<file path="config.mk">
export PLATFORM = sky130hd
export DESIGN_NAME = seq_det_prog_flat
export DESIGN_NICKNAME = d
export VERILOG_FILES = /design/src/rtl/seq_det_prog_if.sv /design/src/rtl/seq_det_prog.sv /design/src/flat_wrapper.sv
export SDC_FILE = /design/constraint.sdc
export NUM_CORES = 1
export LEC_CHECK = 0
export CORE_UTILIZATION = 44
export CTS_BUF_LIST = sky130_fd_sc_hd__clkbuf_4 sky130_fd_sc_hd__clkbuf_8 sky130_fd_sc_hd__clkbuf_16
export DETAILED_ROUTE_END_ITERATION = 10
export PLACE_DENSITY = 0.75
export SLEW_MARGIN = 15
export SYNTH_ARGS = -nofsm -noshare
export SYNTH_HDL_FRONTEND = slang
export SYNTH_SLANG_ARGS = --single-unit
</file>
<file path="constraint.sdc">
create_clock -name clk -period 2.09 [get_ports clk]
set_input_delay 0.3135 -clock clk [delete_from_list [all_inputs] [get_ports clk]]
set_output_delay 0.3135 -clock clk [all_outputs]
set_load 0.005 [all_outputs]
</file>
<file path="src/rtl/seq_det_prog_if.sv">
// Bus bundle for the programmable serial pattern detector.
// The slave modport is the detector side and the master modport is the driver side.
// With SEQ_DET_MASK_EN defined, the bundle also carries cfg_mask.
interface seq_det_prog_if #(
    parameter int unsigned PAT_W = 4,
    parameter int unsigned CNT_W = 8
);
    logic             in_valid;
    logic             x;
    logic             overlap;
    logic             cfg_load;
    logic [PAT_W-1:0] cfg_pattern;
`ifdef SEQ_DET_MASK_EN
    logic [PAT_W-1:0] cfg_mask;
`endif
    logic             cnt_clr;
    logic             detect;
    logic [CNT_W-1:0] match_cnt;
    logic             armed;

    modport master (
        output in_valid, x, overlap, cfg_load, cfg_pattern,
`ifdef SEQ_DET_MASK_EN
        output cfg_mask,
`endif
        output cnt_clr,
        input  detect, match_cnt, armed
    );

    modport slave (
        input  in_valid, x, overlap, cfg_load, cfg_pattern,
`ifdef SEQ_DET_MASK_EN
        input  cfg_mask,
`endif
        input  cnt_clr,
        output detect, match_cnt, armed
    );
endinterface

</file>
<file path="src/rtl/seq_det_prog.sv">
// Programmable serial pattern detector.
// It matches a PAT_W-bit pattern that can be loaded at run time.
// The oldest received bit is compared against the MSB of the pattern.
// Matching can be overlapping or non-overlapping.
// The match counter saturates, and the detect output is a registered one-cycle pulse.
// Optional feature: when SEQ_DET_MASK_EN is defined, cfg_mask marks don't-care positions.
module seq_det_prog #(
    parameter int unsigned      PAT_W       = 4,
    parameter int unsigned      CNT_W       = 8,
    parameter logic [PAT_W-1:0] DEFAULT_PAT = PAT_W'(4'b1011)
) (
    input logic          clk,
    input logic          rst,
    seq_det_prog_if.slave bus
);
    localparam int unsigned      FillW    = $clog2(PAT_W + 1);
    localparam logic [FillW-1:0] FillFull = FillW'(PAT_W);
    localparam logic [CNT_W-1:0] CntMax   = '1;

    typedef enum logic [0:0] {StFill, StArmed} state_e;

    state_e           state_q;
    logic [PAT_W-1:0] pattern_q;
`ifdef SEQ_DET_MASK_EN
    logic [PAT_W-1:0] mask_q;
`endif
    // Only PAT_W-1 bits are stored.
    // The compare window is these stored bits followed by the incoming bit.
    logic [PAT_W-2:0] hist_q;
    logic [FillW-1:0] fill_q;
    logic             detect_q;
    logic [CNT_W-1:0] cnt_q;

    logic             accepted;
    logic [PAT_W-1:0] hist_d;
    logic [FillW-1:0] fill_d;
    logic [PAT_W-1:0] diff;
    logic             hit;

    // Build the next history window and evaluate the match against it.
    always_comb begin
        accepted = bus.in_valid & ~bus.cfg_load;
        hist_d   = {hist_q, bus.x};
        fill_d   = (fill_q == FillFull) ? FillFull : fill_q + 1'b1;
`ifdef SEQ_DET_MASK_EN
        diff     = (hist_d ^ pattern_q) & ~mask_q;
`else
        diff     = hist_d ^ pattern_q;
`endif
        hit      = accepted & (fill_d == FillFull) & (diff == '0);
    end

    // Sequential logic: the FILL/ARMED FSM, the history, the counter and the detect pulse.
    always_ff @(posedge clk) begin
        if (rst) begin
            state_q   <= StFill;
            pattern_q <= DEFAULT_PAT;
`ifdef SEQ_DET_MASK_EN
            mask_q    <= '0;
`endif
            hist_q    <= '0;
            fill_q    <= '0;
            detect_q  <= 1'b0;
            cnt_q     <= '0;
        end else begin
            detect_q <= hit;

            if (bus.cfg_load) begin
                pattern_q <= bus.cfg_pattern;
`ifdef SEQ_DET_MASK_EN
                mask_q    <= bus.cfg_mask;
`endif
                hist_q    <= '0;
                fill_q    <= '0;
                state_q   <= StFill;
            end else if (bus.in_valid) begin
                hist_q <= hist_d[PAT_W-2:0];
                // A non-overlapping hit restarts the fill in either state.
                // Any hit is the bit that completes the window.
                if (hit && !bus.overlap) begin
                    fill_q  <= '0;
                    state_q <= StFill;
                end else begin
                    fill_q  <= fill_d;
                    state_q <= (fill_d == FillFull) ? StArmed : StFill;
                end
            end

            if (bus.cnt_clr) begin
                cnt_q <= hit ? CNT_W'(1) : '0;
            end else if (hit && (cnt_q != CntMax)) begin
                cnt_q <= cnt_q + 1'b1;
            end
        end
    end

    assign bus.detect    = detect_q;
    assign bus.match_cnt = cnt_q;
    assign bus.armed     = (state_q == StArmed);
endmodule

</file>
<file path="src/flat_wrapper.sv">
// flat-port wrapper written by rule: the top's interface ports become plain ports
module seq_det_prog_flat 
#(
    parameter int unsigned      PAT_W       = 4,
    parameter int unsigned      CNT_W       = 8,
    parameter logic [PAT_W-1:0] DEFAULT_PAT = PAT_W'(4'b1011)
)
  (clk, rst, bus_in_valid, bus_x, bus_overlap, bus_cfg_load, bus_cfg_pattern, bus_cnt_clr, bus_detect, bus_match_cnt, bus_armed);
  seq_det_prog_if #(.PAT_W(PAT_W), .CNT_W(CNT_W)) bus_i ();
  input logic clk;
  input logic rst;
  input wire logic [$bits(bus_i.in_valid)-1:0] bus_in_valid;
  input wire logic [$bits(bus_i.x)-1:0] bus_x;
  input wire logic [$bits(bus_i.overlap)-1:0] bus_overlap;
  input wire logic [$bits(bus_i.cfg_load)-1:0] bus_cfg_load;
  input wire logic [$bits(bus_i.cfg_pattern)-1:0] bus_cfg_pattern;
  input wire logic [$bits(bus_i.cnt_clr)-1:0] bus_cnt_clr;
  output wire logic [$bits(bus_i.detect)-1:0] bus_detect;
  output wire logic [$bits(bus_i.match_cnt)-1:0] bus_match_cnt;
  output wire logic [$bits(bus_i.armed)-1:0] bus_armed;
  assign bus_i.in_valid = bus_in_valid;
  assign bus_i.x = bus_x;
  assign bus_i.overlap = bus_overlap;
  assign bus_i.cfg_load = bus_cfg_load;
  assign bus_i.cfg_pattern = bus_cfg_pattern;
  assign bus_i.cnt_clr = bus_cnt_clr;
  assign bus_detect = bus_i.detect;
  assign bus_match_cnt = bus_i.match_cnt;
  assign bus_armed = bus_i.armed;
  seq_det_prog #(.PAT_W(PAT_W), .CNT_W(CNT_W), .DEFAULT_PAT(DEFAULT_PAT)) u_core (.clk(clk), .rst(rst), .bus(bus_i));
endmodule
</file>
; Word-level counts from Yosys, hierarchy flattened
; Cells that the tools add are included.
[totals]
reg_bits = 20
latch_bits = 0
ram_bits = 0
mem_bits_ro = 0
inputBits = 11
out_inout_bits = 10
elab_cells = 29
memories = 0
[classes]
addsub = 2
n_mul = 0
n_div = 0
magnitude_cmp = 0
eq_ne = 3
shift = 0
n_mux = 7
bitwise = 5
reduce_logical = 6
[op_table]
columns = cell, n
row1 = 8-bit 2-to-1 mux, 2
row2 = 8-bit by 1-bit adder with 8-bit output (second input constant), 1
row3 = 8-bit inequality test (second input constant), 1
row4 = 3-bit == test (second input constant), 2
row5 = 3-bit 2-to-1 mux, 2
row6 = 4-bit logical NOT, 1
row7 = 4-bit bitwise XOR, 1
row8 = 3-bit by 1-bit adder with 3-bit output (second input constant), 1
row9 = 1-bit AND, 3
row10 = 1-bit 2-to-1 mux, 3
row11 = 1-bit logical AND, 2
row12 = 2-bit nonzero test, 1
row13 = 2-bit OR reduction, 1
row14 = 1-bit logical NOT, 1
row15 = 1-bit NOT, 1

; Logic depth before layout (Yosys ltp)
[depth]
word_depth = 8
mapped_depth = 8
depth_no_buf = 7

; Worst setup path after synthesis
; No wires, ideal clock.
[synth_timing]
path_type = register to register
start = register u_core.fill_q[0]
end = register u_core.cnt_q[3], in the netlist u_core.bus.match_cnt[3]
arrival_time_ps = 1926
required_ps = 2020
path_slack_ps = 94
stages_incl_launch_ff = 8
period_less_slack_ps = 1996
cell_sequence = dfxtp_1 inv_2 ha_1 nand4bb_1 o311ai_4 nand4_4 or4_1 a21oi_1
[synth_via]
elab_chain_cells = 7
[synth_rtl]
columns = element, line_no
row1 = start: declaration, seq_det_prog.sv:30  ; logic [FillW-1:0] fill_q;
row2 = start signal: assignment, seq_det_prog.sv:84  ; fill_q <= fill_d;
row3 = 3-bit by 1-bit adder with 3-bit output / 3-bit == test (equally long branches), seq_det_prog.sv:44  ; fill_d = (fill_q == FillFull) ? FillFull : fill_q + 1'b1;
row4 = 3-bit 2-to-1 mux *, seq_det_prog.sv:44
row5 = 3-bit == test *, seq_det_prog.sv:50  ; hit = accepted & (fill_d == FillFull) & (diff == '0);
row6 = 1-bit AND * (2 in series), seq_det_prog.sv:50
row7 = 1-bit logical AND *, seq_det_prog.sv:91  ; end else if (hit && (cnt_q != CntMax)) begin
row8 = 2-bit nonzero test (no source line) *, n/a
row9 = end signal: assignment, seq_det_prog.sv:90  ; cnt_q <= hit ? CNT_W'(1) : '0;
row10 = end signal: assignment, seq_det_prog.sv:92  ; cnt_q <= cnt_q + 1'b1;
row11 = end: declaration, seq_det_prog.sv:32  ; logic [CNT_W-1:0] cnt_q;
; Every way passes the cells marked *; elsewhere a longest branch is shown, timed or not.
; A chain may end at the register's enable or synchronous reset.

; Final worst setup path
[layout_timing]
start = register u_core.fill_q[0]
end = register u_core.cnt_q[4], in the netlist u_core.bus.match_cnt[4]
; Same word-level chain as after synthesis.

==> summary.md <==
| Metric | Value |
|---|---|
| Period utilization | 97.4% |
| # fillers | 200 |
| Final setup fails | 0 |
| Multi-input logic area | 648 µm² |
| Antenna Nets Post-Route | 0 |
| Number of antenna violations at the first check in global routing | 0 |
| CTS max path bufs | 2 |
| Cell taking the most area after synthesis | dfxtp_1 |
| Synthesized flop and latch total | 20 |
| Fin. Hold Viols | 0 |
| Max VDD drop | 0.444 mV |
| CP peak stage delay | 0.55 ns |
| Diode count | 0 |
| Pwr dens | 503 nW/µm² |
| Vias after detailed routing | 924 |
| PortBufs | 20 |
| Total I/O pin count | 21 |
| Layout cells sized above 1 | 20.7% |
| Hold WC Path Type | register to register |
| List of most frequent post-synthesis cells | 20 x dfxtp_1, 11 x a21oi_1, 10 x nor2_1, 5 x mux2i_1, 5 x or4_1 |
| Number of global-route vias before repair | 859 |
| # rows | 17 |
| Final #Nets | 150 |
| Reg clk slew, reported paths | 0.11 ns |
| H-tree levels | 1 |
| FMAX | 491 MHz |
| Die Area | 2530 µm² |
| Crit-path cells | ha_2 -> nand2b_4 -> o311ai_4 -> nand4_4 -> or4_4 -> a21oi_2 |
| CP max stage cell | or4_4 |
| Crit path kind | register to register |
| PnR worst setup slack | 0.0537 ns |
| Gr usage total | 18.1% |
| Area of the mapped netlist | 1030 µm² |
| Post-Place Worst Slack | -0.0620 ns |
| Synth unique cells | 36 |
| Synth warnings | 0 |
| Largest net degree at the start of global routing | 12 |
| Syn avg cell area | 9.41 µm² |
| Drt first pass iters | 4 |
| DRT iter0 DRCs | 11 |
| R2R setup slack | 0.05 ns |
| Cell count after synthesis | 109 |
| Post-synthesis net count | 123 |
| Avg WL per Cell | 13.3 µm |
| Setup_tns | 0 ns |
| Synth top area share | 39.0% |
| Via density | 5.67 |
| Wirelength, routed | 2170 µm |
| Crit start category | register |
| Setup Skew | 0.00551 ns |
| Status | completed |
| Minimum clock period | 2.04 ns |
| Count leader, synth | dfxtp_1 |
| CTS tree | done |
| CTS root buf | clkbuf_4 |
| Starting Density | 46.4% |
| DRC Markers | 0 |
| Core area | 2210 µm² |
| DP HPWL | 1530 µm |
| DIE HEIGHT | 50.3 µm |
| Top_reg_cell synth | dfxtp_1 |
| Max-cap check violation count | 0 |
| Cts bufs inserted | 3 |
| Die W | 50.3 µm |
| Worst endpoint required time | 2.34 ns |
| Hold_ws | 0.485 ns |
| Synth-to-Final Area Change | 35.4% |
| Synth area leaders | dfxtp_1 39%, a21oi_1 5.4%, mux2i_1 4.9%, ha_1 3.7%, nor2_1 3.7% |
| Worst-Margin Slew | 0.455 ns |
| CP Capture Type | register |
| Storage element area | 405 µm² |
| Global-route wire length before repair | 3460 µm |
| Slew HR | 69.5% |
| Fraction of registers with async set/reset | 0% |
| Register area share after synthesis | 39.0% |
| P_leak | 0.477 nW |
| Number of synthesized flops with an enable pin | 0 |
| Final Max Tran Viols | 0 |
| GRT overflow | 0 |
| Clk_lat worst skew | 0.31 ns |
| Critical path fanouts, max | 5 |
| Clock Sinks | 20 |
| Gpl congestion | 0.809 |
| WP data arrival | 2.29 ns |
| Cts hold-fix bufs | 0 |
## power by group
group / switching (mW) / internal (mW) / total, mW / leakage, nW
Sequential: 0.00573 / 0.388 / 0.394 / 0.164
Combinational: 0.0351 / 0.0425 / 0.0777 / 0.292
Clock: 0.122 / 0.106 / 0.228 / 0.0210
## critical path, delay by kind of cell, from the launching register on
family          cells  cell delay (ns)
fa+ha+maj           1             0.22
simple gates        3             0.87
compound gates      2             0.51
flops               1             0.38
## sequential cells by signal (all words and copies together), names as in the netlist
signal,count
u_core.bus.detect,1
u_core.bus.armed,1
u_core.bus.match_cnt,8
u_core.pattern_q,4
u_core.fill_q,3
u_core.hist_q,3
## repair_timing
item / 4_1_cts / 5_1_grt
pin swaps: 3 / 3
setup buffers: 0 / 1
resized for setup: 4 / 7
gates cloned: 1 / 0
endpoints found under the setup margin: 5 / 5
## layout by cell type (no fill, tap or decap), types with 2 or more instances in the layout
master	count
o31ai_1	3
mux2i_1	5
nand4_4	2
dfxtp_1	18
or4_1	4
clkbuf_4	3
a211o_1	3
buf_4	7
xor2_1	4
inv_1	2
a21oi_1	10
nor2_1	10
nand3_1	4
nand2_1	4
o21ai_0	3
clkdlybuf4s50_1	20
nand2b_1	2
or2_2	2
nor2b_1	4
and4_1	2
## path summary, 6_finish.rpt
path / start / end / cells past startpoint
hold / removal: u_core.fill_q[1]$_SDFFE_PP0P_ / u_core.fill_q[1]$_SDFFE_PP0P_ / 2
hold reg to reg: u_core.fill_q[1]$_SDFFE_PP0P_ / u_core.fill_q[1]$_SDFFE_PP0P_ / 2
setup reg to reg: u_core.fill_q[0]$_SDFFE_PP0P_ / u_core.bus.match_cnt[4]$_SDFFE_PP0P_ / 6
setup / recovery: u_core.fill_q[0]$_SDFFE_PP0P_ / u_core.bus.match_cnt[4]$_SDFFE_PP0P_ / 6
## per-stage QoR
step / cell area, µm² / util [%] / total power [mW] / std cells
after floorplan: 1030 / - / 0.440 / 109
after global placement: 1270 / 57.5 / 0.469 / 158
after detailed placement: 1270 / 57.5 / 0.472 / 158
after CTS: 1340 / 60.4 / 0.700 / 162
after global routing: 1390 / 62.8 / 0.731 / 163
final: 1390 / 62.8 / 0.699 / 163
## cell families after synthesis
kind of cell	count (synthesis)	synth area share (%)
simple gates	43	26.7
compound gates	25	17.2
flops	20	39.0
buf+inv	9	5.12
mux	5	4.88
xor+xnor	4	3.41
fa+ha+maj	3	3.66
## routing by layer
metal,global-route usage (%),part of all wire (%),routed length [µm],vias to the layer above
li1,-,-,-,460
met1,20.7,42,904,440
met2,31.6,53,1150,20
met3,3.94,3.0,64,4
met4,8.80,2.2,48,0
met5,0,0,0,-
## area by class of cell
class | instances | area share (%)
Multi-Input combinational cell | 81 | 46.7
Timing Repair Buffer | 27 | 18.2
Sequential cell | 20 | 29.2
Clock buffer | 4 | 2.61
Tap cell | 28 | 2.52
Inverter | 3 | 0.811
(Power assumes the default switching activity.)
